--- src/rtl/axi_enhanced_rx_port_demux.sv ---
// axi_enhanced_rx_port_demux: routes each whole RX TLP to the req/cpl/cfg/msg port decoded from DW0,
// drops unsupported TLPs and sinks the rest of an open packet when the link goes down.
module axi_enhanced_rx_port_demux #(
  parameter int    C_DATA_WIDTH = 32,
  parameter string C_FAMILY     = "X7",
  parameter string C_ROOT_PORT  = "FALSE",
  parameter int    TCQ          = 1,
  parameter int    STRB_WIDTH   = C_DATA_WIDTH / 8
) (
  input  logic                    com_iclk,
  input  logic                    com_sysrst,
  input  logic [C_DATA_WIDTH-1:0] m_axis_rx_tdata,
  input  logic [STRB_WIDTH-1:0]   m_axis_rx_tstrb,
  input  logic                    m_axis_rx_tlast,
  input  logic [21:0]             m_axis_rx_tuser,
  input  logic                    m_axis_rx_tvalid,
  output logic                    m_axis_rx_tready,
  output logic [C_DATA_WIDTH-1:0] s_axis_req_tdata,
  output logic [STRB_WIDTH-1:0]   s_axis_req_tstrb,
  output logic                    s_axis_req_tlast,
  output logic [21:0]             s_axis_req_tuser,
  output logic                    s_axis_req_tvalid,
  input  logic                    s_axis_req_tready,
  output logic [C_DATA_WIDTH-1:0] s_axis_cpl_tdata,
  output logic [STRB_WIDTH-1:0]   s_axis_cpl_tstrb,
  output logic                    s_axis_cpl_tlast,
  output logic [21:0]             s_axis_cpl_tuser,
  output logic                    s_axis_cpl_tvalid,
  input  logic                    s_axis_cpl_tready,
  output logic [C_DATA_WIDTH-1:0] s_axis_cfg_tdata,
  output logic [STRB_WIDTH-1:0]   s_axis_cfg_tstrb,
  output logic                    s_axis_cfg_tlast,
  output logic [21:0]             s_axis_cfg_tuser,
  output logic                    s_axis_cfg_tvalid,
  input  logic                    s_axis_cfg_tready,
  output logic [C_DATA_WIDTH-1:0] s_axis_msg_tdata,
  output logic [STRB_WIDTH-1:0]   s_axis_msg_tstrb,
  output logic                    s_axis_msg_tlast,
  output logic [21:0]             s_axis_msg_tuser,
  output logic                    s_axis_msg_tvalid,
  input  logic                    s_axis_msg_tready,
  input  logic                    trn_lnk_up,
  output logic                    rx_flush,
  output logic [7:0]              drop_cnt
);
  localparam bit ROOT = (C_ROOT_PORT == "TRUE");
  typedef enum logic [1:0] {IDLE, PKT, FLUSH} state_t;
  typedef enum logic [2:0] {CH_REQ, CH_CPL, CH_CFG, CH_MSG, CH_DROP} chan_t;
  state_t state, state_nxt;
  chan_t chan_q, dec_chan, cur_chan, out_chan;
  logic [C_DATA_WIDTH-1:0] out_data;
  logic [STRB_WIDTH-1:0] out_strb;
  logic [21:0] out_user;
  logic [4:0] ty;
  logic out_valid, out_last, rdy_en, lnk_d, sel_tready, acc, first, sink, lnk_down, tlast_acc;
  assign ty = m_axis_rx_tdata[28:24];
  always_comb begin
    dec_chan = (ty == 5'h00 || ty == 5'h01 || ty == 5'h02) ? CH_REQ :
               (ty == 5'h0A || ty == 5'h0B) ? CH_CPL :
               (ty == 5'h04 || ty == 5'h05) ? (ROOT ? CH_DROP : CH_CFG) :
               (ty[4:3] == 2'b10) ? CH_MSG : CH_DROP;
  end
  assign first      = state == IDLE;
  assign cur_chan   = first ? dec_chan : chan_q;
  assign sink       = state == FLUSH || cur_chan == CH_DROP;
  assign sel_tready = out_chan == CH_REQ ? s_axis_req_tready :
                      out_chan == CH_CPL ? s_axis_cpl_tready :
                      out_chan == CH_CFG ? s_axis_cfg_tready : s_axis_msg_tready;
  // rdy_en keeps ready low through reset and raises it on the first clock edge after
  assign m_axis_rx_tready = rdy_en & (sink | ~out_valid | sel_tready);
  assign acc       = m_axis_rx_tvalid & m_axis_rx_tready;
  assign tlast_acc = acc & m_axis_rx_tlast;
  assign lnk_down  = lnk_d & ~trn_lnk_up;
  always_comb begin
    state_nxt = state;
    if (state == IDLE)
      state_nxt = (acc && !m_axis_rx_tlast) ? PKT : IDLE;
    else if (tlast_acc)
      state_nxt = IDLE;
    else if (state == PKT && lnk_down)
      state_nxt = FLUSH;
  end
  always_ff @(posedge com_iclk or posedge com_sysrst)
    if (com_sysrst) state <= IDLE;
    else state <= state_nxt;
  always_ff @(posedge com_iclk or posedge com_sysrst) begin
    if (com_sysrst) begin
      rdy_en    <= 1'b0;
      lnk_d     <= 1'b0;
      rx_flush  <= 1'b0;
      drop_cnt  <= 8'd0;
      chan_q    <= CH_REQ;
      out_chan  <= CH_REQ;
      out_data  <= '0;
      out_strb  <= '0;
      out_user  <= '0;
      out_last  <= 1'b0;
      out_valid <= 1'b0;
    end else begin
      rdy_en   <= 1'b1;
      lnk_d    <= trn_lnk_up;
      rx_flush <= state == PKT && state_nxt == FLUSH;
      if (acc && first) chan_q <= dec_chan;
      if (acc && first && dec_chan == CH_DROP && drop_cnt != 8'hFF) drop_cnt <= drop_cnt + 8'd1;
      if (acc && !sink) begin
        out_data  <= m_axis_rx_tdata;
        out_strb  <= m_axis_rx_tstrb;
        out_user  <= m_axis_rx_tuser;
        out_last  <= m_axis_rx_tlast;
        out_chan  <= cur_chan;
        out_valid <= 1'b1;
      end else if (sel_tready) begin
        out_valid <= 1'b0;
      end
    end
  end
  assign s_axis_req_tvalid = out_valid && out_chan == CH_REQ;
  assign s_axis_cpl_tvalid = out_valid && out_chan == CH_CPL;
  assign s_axis_cfg_tvalid = out_valid && out_chan == CH_CFG;
  assign s_axis_msg_tvalid = out_valid && out_chan == CH_MSG;
  assign s_axis_req_tdata = out_data;
  assign s_axis_cpl_tdata = out_data;
  assign s_axis_cfg_tdata = out_data;
  assign s_axis_msg_tdata = out_data;
  assign s_axis_req_tstrb = out_strb;
  assign s_axis_cpl_tstrb = out_strb;
  assign s_axis_cfg_tstrb = out_strb;
  assign s_axis_msg_tstrb = out_strb;
  assign s_axis_req_tlast = out_last;
  assign s_axis_cpl_tlast = out_last;
  assign s_axis_cfg_tlast = out_last;
  assign s_axis_msg_tlast = out_last;
  assign s_axis_req_tuser = out_user;
  assign s_axis_cpl_tuser = out_user;
  assign s_axis_cfg_tuser = out_user;
  assign s_axis_msg_tuser = out_user;
endmodule

--- config.mk ---
export PLATFORM = sky130hd
export DESIGN_NAME = axi_enhanced_rx_port_demux
export DESIGN_NICKNAME = d
export VERILOG_FILES = /design/src/rtl/axi_enhanced_rx_port_demux.sv
export SDC_FILE = /design/constraint.sdc
export NUM_CORES = 1
export LEC_CHECK = 0
export CORE_AREA = 2 2 124 126
export CTS_BUF_LIST = sky130_fd_sc_hd__clkbuf_4
export CTS_CLUSTER_DIAMETER = 120
export CTS_CLUSTER_SIZE = 14
export DETAILED_ROUTE_END_ITERATION = 10
export DIE_AREA = 0 0 126 128
export GPL_TIMING_DRIVEN = 0
export PLACE_DENSITY = 0.84
export SYNTH_ARGS = -nofsm -noshare
export SYNTH_HDL_FRONTEND = slang
export SYNTH_SLANG_ARGS = --single-unit
--- constraint.sdc ---
create_clock -name com_iclk -period 6 [get_ports com_iclk]
set_input_delay 0.6 -clock com_iclk [delete_from_list [all_inputs] [get_ports com_iclk]]
set_output_delay 0.6 -clock com_iclk [all_outputs]
set_load 0.01 [all_outputs]
== Yosys cells after proc, flatten, opt, wreduce, memory -nomap -nowiden ==
Cells that the tools add are included.

* Register bits: 79
* Bits in latches: 0
* Memory bits (writable): 0
* Memory bits (read-only): 0
* Output and inout bits: 250
* Word-level logic and storage cells: 73
* Memories: 0

* Add/subtract/negate cells: 1
* Multiply operators: 0
* Divide/modulo/power cells: 0
* Magnitude comparators: 0
* Equality and inequality tests: 16
* Shift operators: 0
* Mux-type cells: 14
* Bitwise logic cells: 8
* Reduce and logical (&&, ||, !) cells: 22

{| class="wikitable"
|+ Operators by type and width
! kind !! count
|-
| 3-bit two-way mux || 5
|-
| 1-bit logical AND || 11
|-
| 5-bit by 3-bit == test with 1-bit output (second input constant) || 2
|-
| 5-bit by 4-bit == test with 1-bit output (second input constant) || 2
|-
| 8-bit by 1-bit adder with 8-bit output (second input constant) || 1
|-
| 8-bit inequality test (second input constant) || 1
|-
| 2-bit == test (second input constant) || 3
|-
| 3-bit by 2-bit == test with 1-bit output (second input constant) || 2
|-
| 3-bit == test (second input constant) || 2
|-
| 1-bit two-way mux || 6
|-
| 2-bit two-way mux || 3
|-
| 5-bit by 1-bit == test with 1-bit output (second input constant) || 1
|-
| 5-bit by 2-bit == test with 1-bit output (second input constant) || 1
|-
| 5-bit zero test || 1
|-
| 1-bit logical OR || 5
|-
| 1-bit AND || 4
|-
| 3-bit by 1-bit == test with 1-bit output (second input constant) || 1
|-
| 3-bit zero test || 1
|-
| 2-bit by 1-bit == test with 1-bit output (second input constant) || 1
|-
| 1-bit zero test || 2
|-
| 2-bit zero test || 1
|-
| 1-bit inverter || 2
|-
| 1-bit OR || 2
|-
| 2-bit nonzero test || 1
|}

== Depth between registers and ports, before layout ==
* Depth in word-level cells: 17
* Depth in mapped cells: 8
* Depth with buffers taken out: 5

== Worst setup path before layout ==
Ideal clock, no wire load.

* Path kind: input -> output
* Start point: in m_axis_rx_tdata[25]
* End point: out m_axis_rx_tready
* Arrival: 1,535 ps
* Path slack: 3,865 ps
* Stages: 4
* Path buffers: 0
* Path through: or2b_1 a221oi_2 a21oi_2 a21boi_0

* Cells in the longest elaborated chain, start to end: 11

{| class="wikitable"
|+ RTL lines
! what !! line !! RTL
|-
| start: declaration || 12 || <nowiki>input logic [C_DATA_WIDTH-1:0] m_axis_rx_tdata,</nowiki>
|-
| 5-bit by 3-bit == test with 1-bit output || 60 || <nowiki>(ty == 5'h04 || ty == 5'h05) ? (ROOT ? CH_DROP : CH_CFG) :</nowiki>
|-
| 1-bit logical OR || 60 ||
|-
| 3-bit two-way mux || 60 ||
|-
| 3-bit two-way mux || 59 || <nowiki>(ty == 5'h0A || ty == 5'h0B) ? CH_CPL :</nowiki>
|-
| 3-bit two-way mux * || 58 || <nowiki>dec_chan = (ty == 5'h00 || ty == 5'h01 || ty == 5'h02) ? CH_REQ :</nowiki>
|-
| 3-bit two-way mux * || 64 || <nowiki>assign cur_chan = first ? dec_chan : chan_q;</nowiki>
|-
| 3-bit == test * || 65 || <nowiki>assign sink = state == FLUSH || cur_chan == CH_DROP;</nowiki>
|-
| 1-bit logical OR * || 65 ||
|-
| 1-bit OR * (2 in a row) || 70 || <nowiki>assign m_axis_rx_tready = rdy_en & (sink | ~out_valid | sel_tready);</nowiki>
|-
| 1-bit AND * || 70 ||
|-
| end: declaration || 17 || <nowiki>output logic m_axis_rx_tready,</nowiki>
|}

Every way passes the cells marked *; elsewhere a longest branch is shown, timed or not.

== Final worst setup path ==
* Start point: in m_axis_rx_tdata[28]
* End point: out m_axis_rx_tready

* Cells in the longest elaborated chain, start to end: 11

{| class="wikitable"
|+ RTL lines
! what !! line
|-
| 5-bit by 3-bit == test with 1-bit output / 2-bit == test (equally long branches) || 60, 61
|-
| 1-bit logical OR / 3-bit two-way mux (equally long branches) || 60, 61
|-
| 3-bit two-way mux || 60
|-
| 3-bit two-way mux || 59
|-
| 3-bit two-way mux * || 58
|-
| 3-bit two-way mux * || 64
|-
| 3-bit == test * || 65
|-
| 1-bit logical OR * || 65
|-
| 1-bit OR * (2 in a row) || 70
|-
| 1-bit AND * || 70
|}

Marked as above.

==> results.tsv <==
stage	metric	value	unit
routing	iteration count of the initial detailed-routing pass	4	
min_path	Hold EP	rx_flush	
timing	RSZ-0062 raised after global routing	false	
floorplan	die width	126	um
synthesis	top post-synthesis cells by count	buf_4 (177), dfrtp_1 (79), mux2_4 (59)	
layout	Antenna diodes	0	
routing	vias	3759	
clock_network	Reg clk slew, reported paths	140	ps
clock_network	Hold Buf Count CTS	0	
synthesis	yosys warns	0	
grt	vias in the first global route	3743	
synthesis	Syn Nets	475	
clock_network	Clock Latency Late Sink	450	ps
critical_path	Data arrival, critical path	2630	ps
timing	Slew Viols, Final	0	
timing	clock skew	17.2	ps
timing	fin worst setup slack	2770	ps
place	Area after DPL	0.00837	mm^2
clock_network	H-tree levels	3	
floorplan	Initial Util	0.333	
floorplan	Core Box Area	0.0149	mm^2
min_path	Hold Path Cell Cnt	1	
synthesis	share of Yosys cell area claimed by the top area cell type	0.399	
routing	Post-Route WL	13.3	mm
timing	Final Hold Fails	0	
clock_network	Sink Count	79	
routing	WL/cell	14.4	um
routing	routed vias/inst	4.05	
place	post-place setup slack	2790	ps
run	max-cap viol count	0	
synthesis	biggest area consumer among synthesized cells	dfrtp_1	
grt	Remaining Overflow, GRT	0	
min_path	Hold Path Origin	state[1]	
timing	Setup-failing EPs final	0	
synthesis	register area share after synthesis	0.399	
timing	final period utilization	0.538	
synthesis	Synth Flop Type	dfrtp_1	
critical_path	Critical Path RT	5400	ps
floorplan	Die Y	128	um
critical_path	worst-path maximum fanout	5	
place	HPWL Detailed	10.7	mm
min_path	hold crit path type	reg -> reg	
grt	largest net degree at the start of global routing	43	
clock_network	root buf cell	clkbuf_4	
clock_network	maximum root-to-sink buffer count	2	
power_and_ir_drop	LEAKAGE	3.82	nW
run_status	status	completed	
routing	post-route ant nets	0	
grt	first-pass GRT wire length	20.5	mm
synthesis	Post-Synthesis Cells	407	
clock_network	CTS Buf Count	9	
clock_network	Post-CTS Setup Bufs	0	
grt	GRT Resource Usage Total	0.163	
layout	nets	803	
critical_path	critical path capture point type	primary output	
synthesis	Post-synth EDFFs	0	
critical_path	worst reg-to-reg path cell count	8	
floorplan	DIE AREA	0.0161	mm^2
critical_path	r2r endpoint	s_axis_cfg_tdata[17]	
synthesis	top-count cell post-synth	buf_4	
layout	Final Cell Area	0.00849	mm^2
critical_path	crit path launch type	primary input	
layout	# fillers	1259	
synthesis	Post-Syn Area	0.00495	mm^2
critical_path	Setup CP Type	in -> out	
layout	share of layout cells above drive strength 1	0.369	
timing	fmax	310	MHz
timing	setup TNS	0	ps
critical_path	worst reg2reg path startpoint	out_chan[0]	
critical_path	r2r setup slk	3820	ps
layout	area delta synth->final	71.5	%
synthesis	synth unique cells	45	
clock_network	number of gates resized after cts	0	
place	Buffers on Ports	316	
synthesis	mean post-synth cell area	12.2	um^2
place	gp weighted congestion	0.731	
floorplan	# IOs	317	
power_and_ir_drop	power density over cell area	599	mW/mm^2
routing	drc violations	0	
routing	Initial DRC Count	94	
grt	initial antenna violation count	0	
floorplan	num rows	45	
timing	Final Critical Period	3230	ps
synthesis	FF+latch count, synth	79	
power_and_ir_drop	VDD IR max	294	uV
synthesis	top cells by area, synth	dfrtp_1 (40%), buf_4 (27%), mux2_4 (18%), buf_12 (2.4%), xnor2_1 (1.1%)	
synthesis	fraction of registers with async set/reset	1.00	
clock_network	CTS tree	yes	
-- cell usage in the layout, fill, tap and decap left out, drive strengths merged, types with 2 or more instances in the layout --
| cell | n |
|---|---|
| a21oi | 6 |
| and2 | 2 |
| and3 | 3 |
| and4 | 2 |
| buf | 188 |
| clkbuf | 9 |
| clkdlybuf4s50 | 316 |
| clkinv | 3 |
| clkinvlp | 3 |
| dfrtp | 79 |
| inv | 8 |
| mux2 | 63 |
| mux2i | 3 |
| nand2 | 7 |
| nand2b | 3 |
| nand3 | 4 |
| nand4 | 2 |
| nor2 | 4 |
| nor2b | 3 |
| nor3 | 2 |
| nor3b | 2 |
| o31ai | 4 |
| xnor2 | 6 |
-- metal layers --
layer / up-vias / global-route usage / part of all wire
li1: 1833 / - / -
met1: 1756 / 0.182 / 0.39
met2: 161 / 0.292 / 0.52
met3: 9 / 0.0676 / 0.084
met4: 0 / 0.0362 / 0.010
met5: - / 0 / 0
-- registers in the layout, summed over array words and instances, names as in the netlist --
| signal | cells |
|---|---|
| state | 2 |
| chan_q | 3 |
| s_axis_cfg_tstrb | 4 |
| drop_cnt | 8 |
| lnk_d | 1 |
| s_axis_cfg_tlast | 1 |
| s_axis_cfg_tuser | 22 |
| s_axis_cfg_tdata | 32 |
| rdy_en | 1 |
| out_valid | 1 |
| rx_flush | 1 |
| out_chan | 3 |
-- cell type report --
class                           count  area [um^2]  area share
Buffer                            187         1490       0.175
Clock buffer                        9         67.6     0.00796
Clock inverter                      7         48.8     0.00575
Inverter                            7         28.8     0.00339
Multi-Input combinational cell    134         1460       0.172
Sequential cell                    79         1980       0.233
Tap cell                          188          235      0.0277
Timing Repair Buffer              317         3180       0.375
-- how the worst max path moves through the flow --
stage | start | to | slack (ps)
final | m_axis_rx_tdata[28] | m_axis_rx_tready | 2770
after global routing | m_axis_rx_tdata[28] | m_axis_rx_tready | 2640
after CTS | m_axis_rx_tdata[28] | m_axis_rx_tready | 2760
after detailed placement | m_axis_rx_tdata[28] | m_axis_rx_tready | 2790
after global placement | com_sysrst | s_axis_cfg_tstrb[2] | 2040
after floorplan | com_sysrst | chan_q[0] | 3380
-- logic make-up (layout without fill, tap and decap cells) --
family	count (synthesis)	count (layout)	synth area share
buf+inv	194	527	0.306
flops	79	79	0.399
mux	66	66	0.194
simple gates	39	39	0.0516
compound gates	20	20	0.0334
xor+xnor	7	7	0.0124
fa+ha+maj	1	1	0.00253
other cells	1	1	0.000758
-- where the power goes --
| group | internal [W] | switching (W) |
|---|---|---|
| Sequential | 0.000779 | 0.000347 |
| Clock | 0.0000847 | 0.000198 |
| Combinational | 0.00254 | 0.00114 |
| Total | 0.00340 | 0.00168 |
-- worst max-delay path, cell delays in order --
cell and delay (ps):
clkdlybuf4s50_1 520, or2b_1 300, a221oi_2 330, a21oi_2 100, a21boi_0 200, clkdlybuf4s50_1 570
-- through the flow --
step | std cells | power, W | hold WS [ps] | utilization
global route | 928 | 0.00538 | 511 | 0.571
floorplan | 407 | 0.00295 | 447 | -
detailed placement | 912 | 0.00486 | 484 | 0.563
finish | 928 | 0.00509 | 494 | 0.571
CTS | 928 | 0.00516 | 481 | 0.571
global placement | 911 | 0.00479 | 473 | 0.562
No activity file was read; power rests on OpenSTA's default activity.
